[config.mk]
export PLATFORM = sky130hd
export DESIGN_NAME = mult_share_sched
export DESIGN_NICKNAME = d
export VERILOG_FILES = /design/src/rtl/mult_pkg.sv /design/src/rtl/shift_add_mult_core.sv /design/src/rtl/mult_share_sched.sv
export SDC_FILE = /design/constraint.sdc
export NUM_CORES = 1
export LEC_CHECK = 0
export ABC_CLOCK_PERIOD_IN_PS = 4000
export BUFFER_PORTS_ARGS = -buffer_cell sky130_fd_sc_hd__buf_2
export CAP_MARGIN = 20
export CELL_PAD_IN_SITES_DETAIL_PLACEMENT = 0
export CELL_PAD_IN_SITES_GLOBAL_PLACEMENT = 2
export CORE_MARGIN = 5
export CORE_UTILIZATION = 33
export DETAILED_ROUTE_END_ITERATION = 16
export HOLD_SLACK_MARGIN = 0.05
export PLACE_DENSITY_LB_ADDON = 0.1
export SLEW_MARGIN = 25
export SYNTH_ARGS = -nofsm -noshare
export SYNTH_HDL_FRONTEND = slang
export SYNTH_SLANG_ARGS = --single-unit
[constraint.sdc]
create_clock -name clk -period 4 [get_ports clk]
set_input_delay 0.8 -clock clk [delete_from_list [all_inputs] [get_ports clk]]
set_output_delay 0.8 -clock clk [all_outputs]
set_load 0.01 [all_outputs]
[src/rtl/mult_pkg.sv]
// rtl/mult_pkg.sv - shared types and default widths for the shared multiplier scheduler
package mult_pkg;

    typedef enum logic [1:0] {
        IDLE = 2'd0,
        RUN  = 2'd1,
        DONE = 2'd2
    } sched_state_t;

    localparam int MULT_M = 8;
    localparam int MULT_N = 8;

endpackage

[src/rtl/shift_add_mult_core.sv]
// rtl/shift_add_mult_core.sv - iterative shift-and-add multiplier, one multiplier bit per cycle
module shift_add_mult_core
    import mult_pkg::*;
#(
    parameter int M = MULT_M,
    parameter int N = MULT_N
) (
    input  logic             clk,
    input  logic             rst_n,
    input  logic             load,
    input  logic [M-1:0]     a,
    input  logic [N-1:0]     b,
    output logic             done,
    output logic [M+N-1:0]   prod
);

    localparam int CW = $clog2(N + 1);

    logic [M+N-1:0] acc;
    logic [M+N-1:0] a_sh;
    logic [N-1:0]   b_sh;
    logic [CW-1:0]  cnt;
    logic           active;

    // Always runs the full N iterations, even for zero operands, so latency is fixed.
    always_ff @(posedge clk or negedge rst_n) begin
        if (!rst_n) begin
            acc    <= '0;
            a_sh   <= '0;
            b_sh   <= '0;
            cnt    <= '0;
            active <= 1'b0;
        end else if (load) begin
            acc    <= '0;
            a_sh   <= {{N{1'b0}}, a};
            b_sh   <= b;
            cnt    <= '0;
            active <= 1'b1;
        end else if (active) begin
            if (b_sh[0]) begin
                acc <= acc + a_sh;
            end
            a_sh <= a_sh << 1;
            b_sh <= b_sh >> 1;
            cnt  <= cnt + 1'b1;
            if (cnt == CW'(N - 1)) begin
                active <= 1'b0;
            end
        end
    end

    assign done = active && (cnt == CW'(N - 1));
    assign prod = acc;

endmodule

[src/rtl/mult_share_sched.sv]
// rtl/mult_share_sched.sv - round-robin scheduler sharing one shift-and-add multiplier
module mult_share_sched
    import mult_pkg::*;
#(
    parameter int M    = MULT_M,
    parameter int N    = MULT_N,
    parameter int NREQ = 4,
    parameter int IDW  = $clog2(NREQ)
) (
    input  logic              clk,
    input  logic              rst_n,
    input  logic [NREQ-1:0]   req_valid,
    output logic [NREQ-1:0]   req_ready,
    input  logic [NREQ*M-1:0] req_a,
    input  logic [NREQ*N-1:0] req_b,
    output logic              rsp_valid,
    input  logic              rsp_ready,
    output logic [IDW-1:0]    rsp_id,
    output logic [M+N-1:0]    rsp_prod,
    output logic              busy
);

    sched_state_t   state;
    sched_state_t   next_state;
    logic [IDW-1:0] rr;
    logic [IDW-1:0] id;
    logic [IDW-1:0] grant;
    logic [IDW-1:0] idx;
    logic           grant_found;
    logic           accept;
    logic           core_done;
    logic [M-1:0]   sel_a;
    logic [N-1:0]   sel_b;
    logic [M+N-1:0] prod;

    // First valid requester at or after rr, wrapping upward.
    always_comb begin
        grant       = '0;
        grant_found = 1'b0;
        idx         = '0;
        for (int k = 0; k < NREQ; k++) begin
            idx = IDW'((int'(rr) + k) % NREQ);
            if (!grant_found && req_valid[idx]) begin
                grant_found = 1'b1;
                grant       = idx;
            end
        end
    end

    always_comb begin
        sel_a = '0;
        sel_b = '0;
        for (int i = 0; i < NREQ; i++) begin
            if (grant == IDW'(i)) begin
                sel_a = req_a[i*M +: M];
                sel_b = req_b[i*N +: N];
            end
        end
    end

    always_comb begin
        req_ready = '0;
        if (rst_n && (state == IDLE) && grant_found) begin
            req_ready[grant] = 1'b1;
        end
    end

    assign accept = |(req_valid & req_ready);

    always_comb begin
        next_state = state;
        unique case (state)
            IDLE:    if (accept)    next_state = RUN;
            RUN:     if (core_done) next_state = DONE;
            DONE:    if (rsp_ready) next_state = IDLE;
            default: next_state = IDLE;
        endcase
    end

    always_ff @(posedge clk or negedge rst_n) begin
        if (!rst_n) begin
            state <= IDLE;
            rr    <= '0;
            id    <= '0;
        end else begin
            state <= next_state;
            if (accept) begin
                rr <= (grant == IDW'(NREQ - 1)) ? '0 : grant + 1'b1;
                id <= grant;
            end
        end
    end

    shift_add_mult_core #(
        .M (M),
        .N (N)
    ) u_core (
        .clk   (clk),
        .rst_n (rst_n),
        .load  (accept),
        .a     (sel_a),
        .b     (sel_b),
        .done  (core_done),
        .prod  (prod)
    );

    // The core's accumulator freezes once iteration ends, so it doubles as the response register.
    assign rsp_valid = (state == DONE);
    assign rsp_id    = id;
    assign rsp_prod  = prod;
    assign busy      = (state != IDLE);

endmodule

==> results of run 1 <==
worst min path at each step:
stage                                 end  slack, ps  cells after the start
floorplan            state[1]$_DFFE_PN0P_        460                      1
global placement    rsp_id[0]$_DFFE_PN0P_        460                      1
detailed placement  rsp_id[0]$_DFFE_PN0P_        460                      1
CTS                 rsp_id[0]$_DFFE_PN0P_        490                      1
global route        rsp_id[0]$_DFFE_PN0P_        520                      1
finish              rsp_id[0]$_DFFE_PN0P_        480                      1
power groups by stage:
stage / registers (uW) / logic, uW / clock network (uW)
floorplan: 939 / 1500 / 0
global placement: 979 / 1960 / 0
detailed placement: 983 / 1970 / 0
CTS: 973 / 1980 / 325
global route: 1010 / 2220 / 336
finish: 967 / 1960 / 308
layout make-up:
class	count	share of cell area [%]
Clock buffer	6	1.74
Clock inverter	2	0.301
Inverter	6	0.541
Multi-Input combinational cell	309	50.0
Sequential cell	51	30.7
Tap cell	136	4.09
Timing Repair Buffer	100	12.7
metal layers:
layer	part of all wire [%]	GRT usage, %	vias up
met2	46	25.4	84
met4	1.1	3.13	4
met5	0.21	0	-
met1	46	20.4	1455
met3	6.7	4.71	12
li1	-	-	1617
flip-flops by register name, summed over array words and instances, names as in the netlist:
signal         cells
u_core.a_sh       16
u_core.prod       16
u_core.b_sh        8
u_core.cnt         4
rr                 2
rsp_id             2
state              2
u_core.active      1
stage by stage:
step	cells	hold WS [ps]
3_5_place_dp	602	465
2_1_floorplan	394	463
4_1_cts	610	489
6_report	610	483
5_1_grt	610	517
3_3_place_gp	602	460
cell usage after synthesis (all sizes together), types with 2 or more instances:
cell type / n / area (um2)
xnor2: 7 / 61.3
a21o: 6 / 45.0
xor2: 3 / 26.3
a21oi: 37 / 185
a211oi: 21 / 158
and3: 4 / 30.0
buf: 10 / 45.0
clkbuf: 18 / 67.6
a22oi: 3 / 22.5
nand2b: 4 / 25.0
mux2i: 24 / 240
mux2: 2 / 22.5
nor2b: 20 / 125
a221oi: 17 / 149
inv: 6 / 22.5
o22ai: 2 / 12.5
nor2: 25 / 93.8
o211ai: 2 / 15.0
ha: 20 / 250
dfrtp: 51 / 1280
nor3: 23 / 115
nand3b: 3 / 22.5
o21ai: 19 / 95.1
nand4: 2 / 12.5
nand2: 35 / 131
or4: 2 / 15.0
and2: 7 / 46.3
nor4b: 3 / 32.5
nand3: 4 / 20.0
o21bai: 2 / 15.0
a31oi: 2 / 12.5
logic make-up (layout without fill, tap and decap cells):
logic type | count (synthesis) | after routing | synth area share (%)
adders and majority gates | 21 | 21 | 7.75
xor gates and xnor gates | 10 | 10 | 2.51
buffers and inverters | 34 | 114 | 3.87
AOI/OAI and AO/OA | 117 | 117 | 21.9
DFF | 51 | 51 | 36.6
muxes | 26 | 26 | 7.53
and+or+nand+nor | 135 | 135 | 19.9
==> key figures, run 1 <==
GRT
  • Vias in the first global route: 3247
  • Total gr overflow: 0
  • Pin count of the biggest net entering global routing: 52
  • Antenna violations before repair: 2
  • Tot GR Track Use: 15.5%
  • First-pass GRT wire length: 16100 um

Die
  • Row cnt: 37
  • Ports: 95
  • Die ar.: 12700 um2
  • Die height: 113 um
  • Initial Util: 33.8%
  • Die width: 113 um
  • Core Area: 10300 um2

Worst setup path
  • Crit-path slowest cell: ha_1
  • Beginning of the worst register-to-register path: u_core.prod[0]$_DFFE_PN0P_
  • CP Launch Type: input pin
  • Setup crit start: req_valid[0]
  • Worst Path Buf+Inv: 5
  • Req. time, crit path: 3200 ps
  • R2R depth: 8
  • Worst reg2reg setup slack: 1130 ps
  • CP endpoint kind: output port
  • Delay-heaviest family, CP: buffers and inverters
  • Critical path depth: 10
  • Critical path type: input pin to output port
  • Crit Reg-Reg Endpoint: u_core.prod[10]$_DFFE_PN0P_
  • Critical-path cell list: buf_2 -> inv_1 -> nor2_1 -> a21oi_1 -> o221ai_1 -> inv_1 -> ha_1 -> buf_4 -> and2_1 -> buf_2
  • Setup crit end: req_ready[3]
  • CP max FO: 19
  • Max incr delay on CP: 520 ps
  • WP data arrival: 2620 ps

Finish
  • Most common cell after layout, fill and taps aside: buf_2
  • Commonest non-fill, non-tap cells in the layout: 94 x buf_2, 51 x dfrtp_1, 37 x a21oi_1
  • Layout area overhead: 19.3%
  • FILL cells: 1070
  • Post-layout util: 40.3%
  • Multi-input gate area: 2080 um2
  • Final instance area: 4160 um2
  • Layout cell share with drive strength beyond 1: 23.8%
  • Storage cell area: 1280 um2
  • # nets final: 565
  • Ant diodes: 0

STA
  • RSZ-0062 raised after global routing: no
  • Max-slew violations: 0
  • Crit share post-route: 85.6%
  • Setup violators final: 0
  • Hold Vio Cnt, Final: 0
  • Setup TNS: 0 ps
  • Slew @ Worst Pin: 785 ps
  • Fin crit period: 3420 ps
  • PnR worst setup slack: 575 ps
  • Max Freq: 292 MHz
  • Relative slew slack: 47.5%
  • Clk_skew: 8.32 ps

Route
  • Initial DRC Count: 118
  • DRT Pass-1 Iters: 4
  • Via count: 3172
  • Routed vias/inst: 5.20
  • Total wire length: 9810 um
  • Drt drc: 0
  • WL/cell: 16.1 um
  • Antenna Nets Post-Route: 0

Placement
  • Final Wtd Congestion: 0.842
  • Post-DP HPWL: 7300 um
  • Placed cell areas: 4080 um2
  • I/O Buffers: 94
  • DP Worst Slack: 557 ps

Power and ir drop
  • Int Pwr: 1740 uW
  • Pleak: 0.00202 uW
  • Seq pwr share: 29.9%
  • Clock power frac: 9.5%
  • Net Sw Power: 1490 uW
  • Logic gate share of total power: 60.6%
  • Power per standard cell area: 777 nW/um2
  • Max rail drop VDD: 210 uV
  • Switch share: 46.2%
  • Overall power: 3230 uW

Clock network
  • CTS Root Cell: clkbuf_8
  • Post-CTS Setup Repair Bufs: 0
  • Hold buffers post-CTS: 0
  • CTS resizes: 0
  • CTS tree: built
  • Clock Tree Buf Depth: 2
  • Inserted Clock Buffers: 5
  • CTS H-tree lvls: 2
  • Worst skew pair latency: 310 ps
  • CTS sink count: 51
  • Worst-path clk slew: 100 ps

Outcome
  • Run status: finished clean

Synthesis
  • Register area share after synthesis: 36.6%
  • Syn avg cell area: 8.85 um2
  • Yosys cell types: 46
  • Post-Syn Nets: 486
  • Synthesized flop and latch total: 51
  • Post-synth ARST share: 100%
  • Number of synthesized flops with an enable pin: 0
  • Post-synthesis cell area: 3490 um2
  • Top_reg_cell synth: dfrtp_1
  • Gate Count Post-Synth: 394
  • Synth warnings: 0

Hold path
  • Hold Path Class: register to register
  • Min-delay src: rsp_id[0]$_DFFE_PN0P_

Flow run
  • Max_cap viols: 0
No activity file was read; power rests on OpenSTA's default activity.
==> run 2, diff against run 1 <==
ABC_CLOCK_PERIOD_IN_PS = 3100   (was 4000)
CORE_UTILIZATION = 28   (was 33)
clock period = 3.1 ns   (was 4 ns; I/O delays follow)
==> key figures, run 2 (synthesized netlist as in run 1, its figures left out) <==
Outcome
  • Run status: finished clean

GRT
  • Pin count of the biggest net entering global routing: 52
  • Vias in the first global route: 3299
  • Total gr overflow: 0
  • Tot GR Track Use: 14.5%
  • Antenna violations before repair: 1
  • First-pass GRT wire length: 16900 um

Die
  • Row cnt: 40
  • Die ar.: 14800 um2
  • Die width: 122 um
  • Core Area: 12100 um2
  • Ports: 95
  • Die height: 122 um
  • Initial Util: 28.8%

Finish
  • Layout cell share with drive strength beyond 1: 25.2%
  • FILL cells: 1277
  • # nets final: 572
  • Multi-input gate area: 2080 um2
  • Storage cell area: 1280 um2
  • Most common cell after layout, fill and taps aside: buf_2
  • Commonest non-fill, non-tap cells in the layout: 94 x buf_2, 51 x dfrtp_1, 37 x a21oi_1
  • Ant diodes: 0
  • Final instance area: 4330 um2
  • Post-layout util: 35.8%
  • Layout area overhead: 24.2%

Route
  • Total wire length: 10400 um
  • Via count: 3236
  • Routed vias/inst: 4.99
  • Drt drc: 0
  • WL/cell: 16.0 um
  • DRT Pass-1 Iters: 4
  • Antenna Nets Post-Route: 0
  • Initial DRC Count: 112

STA
  • Slew @ Worst Pin: 716 ps
  • Clk_skew: 4.83 ps
  • Relative slew slack: 52.0%
  • Fin crit period: 2780 ps
  • Crit share post-route: 89.7%
  • Hold Vio Cnt, Final: 0
  • RSZ-0062 raised after global routing: no
  • Max Freq: 360 MHz
  • Max-slew violations: 0
  • Setup violators final: 0

Worst setup path
  • R2R depth: 8
  • Req. time, crit path: 3290 ps
  • CP endpoint kind: register
  • Worst reg2reg setup slack: 320 ps
  • CP max FO: 4
  • Crit Reg-Reg Endpoint: u_core.prod[10]$_DFFE_PN0P_
  • Beginning of the worst register-to-register path: u_core.a_sh[0]$_DFFE_PN0P_
  • CP Launch Type: register
  • Critical path type: register to register
  • WP data arrival: 2970 ps

Clock network
  • CTS H-tree lvls: 2
  • Inserted Clock Buffers: 5
  • CTS Root Cell: clkbuf_16
  • CTS tree: built
  • Clock Tree Buf Depth: 2
  • CTS sink count: 51
  • Hold buffers post-CTS: 0
  • CTS resizes: 0
  • Post-CTS Setup Repair Bufs: 0
  • Worst-path clk slew: 70 ps
  • Worst skew pair latency: 300 ps

Placement
  • Placed cell areas: 4160 um2
  • Post-DP HPWL: 7970 um
  • I/O Buffers: 94
  • Final Wtd Congestion: 0.789

Power and ir drop
  • Max rail drop VDD: 259 uV
  • Clock power frac: 14.9%
  • Switch share: 44.0%
  • Pleak: 0.00210 uW
  • Seq pwr share: 27.2%
  • Power per standard cell area: 1040 nW/um2
  • Int Pwr: 2520 uW
  • Logic gate share of total power: 58.0%
  • Net Sw Power: 1980 uW

Flow run
  • Max_cap viols: 0

Hold path
  • Hold Path Class: input pin to asynchronous set/reset pin
## run 2: cell type report
type | instances | share of cell area (%)
clock buffers | 6 | 3.20
clock inverters | 2 | 0.895
inverters | 6 | 0.520
multi-input cells | 309 | 48.0
flip-flops and latches | 51 | 29.4
well taps | 168 | 4.85
repair buffers | 107 | 13.1
## run 2: worst max path at each step
stage                               startpoint                           to  slack (ps)
global placement                  req_valid[0]   u_core.a_sh[3]$_DFFE_PN0P_         -60
floorplan                         req_valid[0]   u_core.b_sh[4]$_DFFE_PN0P_         430
CTS                 u_core.a_sh[0]$_DFFE_PN0P_  u_core.prod[10]$_DFFE_PN0P_         280
detailed placement                req_valid[0]  u_core.prod[10]$_DFFE_PN0P_          80
finish              u_core.a_sh[0]$_DFFE_PN0P_  u_core.prod[10]$_DFFE_PN0P_         320
global route        u_core.a_sh[0]$_DFFE_PN0P_  u_core.prod[10]$_DFFE_PN0P_         100
## run 2: per-stage QoR
step	cells	worst slack, ps	hold slack, ps	setup TNS [ps]	total power [uW]
after floorplan	394	434	324	0	3140
after CTS	649	280	481	0	4580
after global placement	641	-58.7	459	-436	3870
final	649	320	448	0	4510
after global routing	649	102	518	0	4970
after detailed placement	641	80.6	465	0	3880
## run 2: power groups by stage
stage | registers, uW | logic [uW] | clock network, uW
finish | 1220 | 2610 | 670
CTS | 1230 | 2640 | 701
global placement | 1250 | 2630 | 0
floorplan | 1210 | 1930 | 0
global route | 1270 | 2970 | 725
detailed placement | 1250 | 2640 | 0
## run 2: worst max-delay path: stages, from the launching register on
cell	delay, ps
dfrtp_1	410
ha_1	230
fa_1	430
a211oi_1	370
o21ai_0	170
a31oi_1	430
a2bb2oi_1	290
nor4_1	70
a211o_1	270
## run 2: routing by layer
metal | GRT usage [%] | share of wire, % | vias up | wire [um]
met3 | 5.25 | 6.9 | 15 | 712
li1 | - | - | 1624 | -
met1 | 18.9 | 48 | 1498 | 4930
met2 | 22.3 | 44 | 97 | 4530
met5 | 0 | 0.067 | - | 7
met4 | 4.41 | 1.9 | 2 | 197
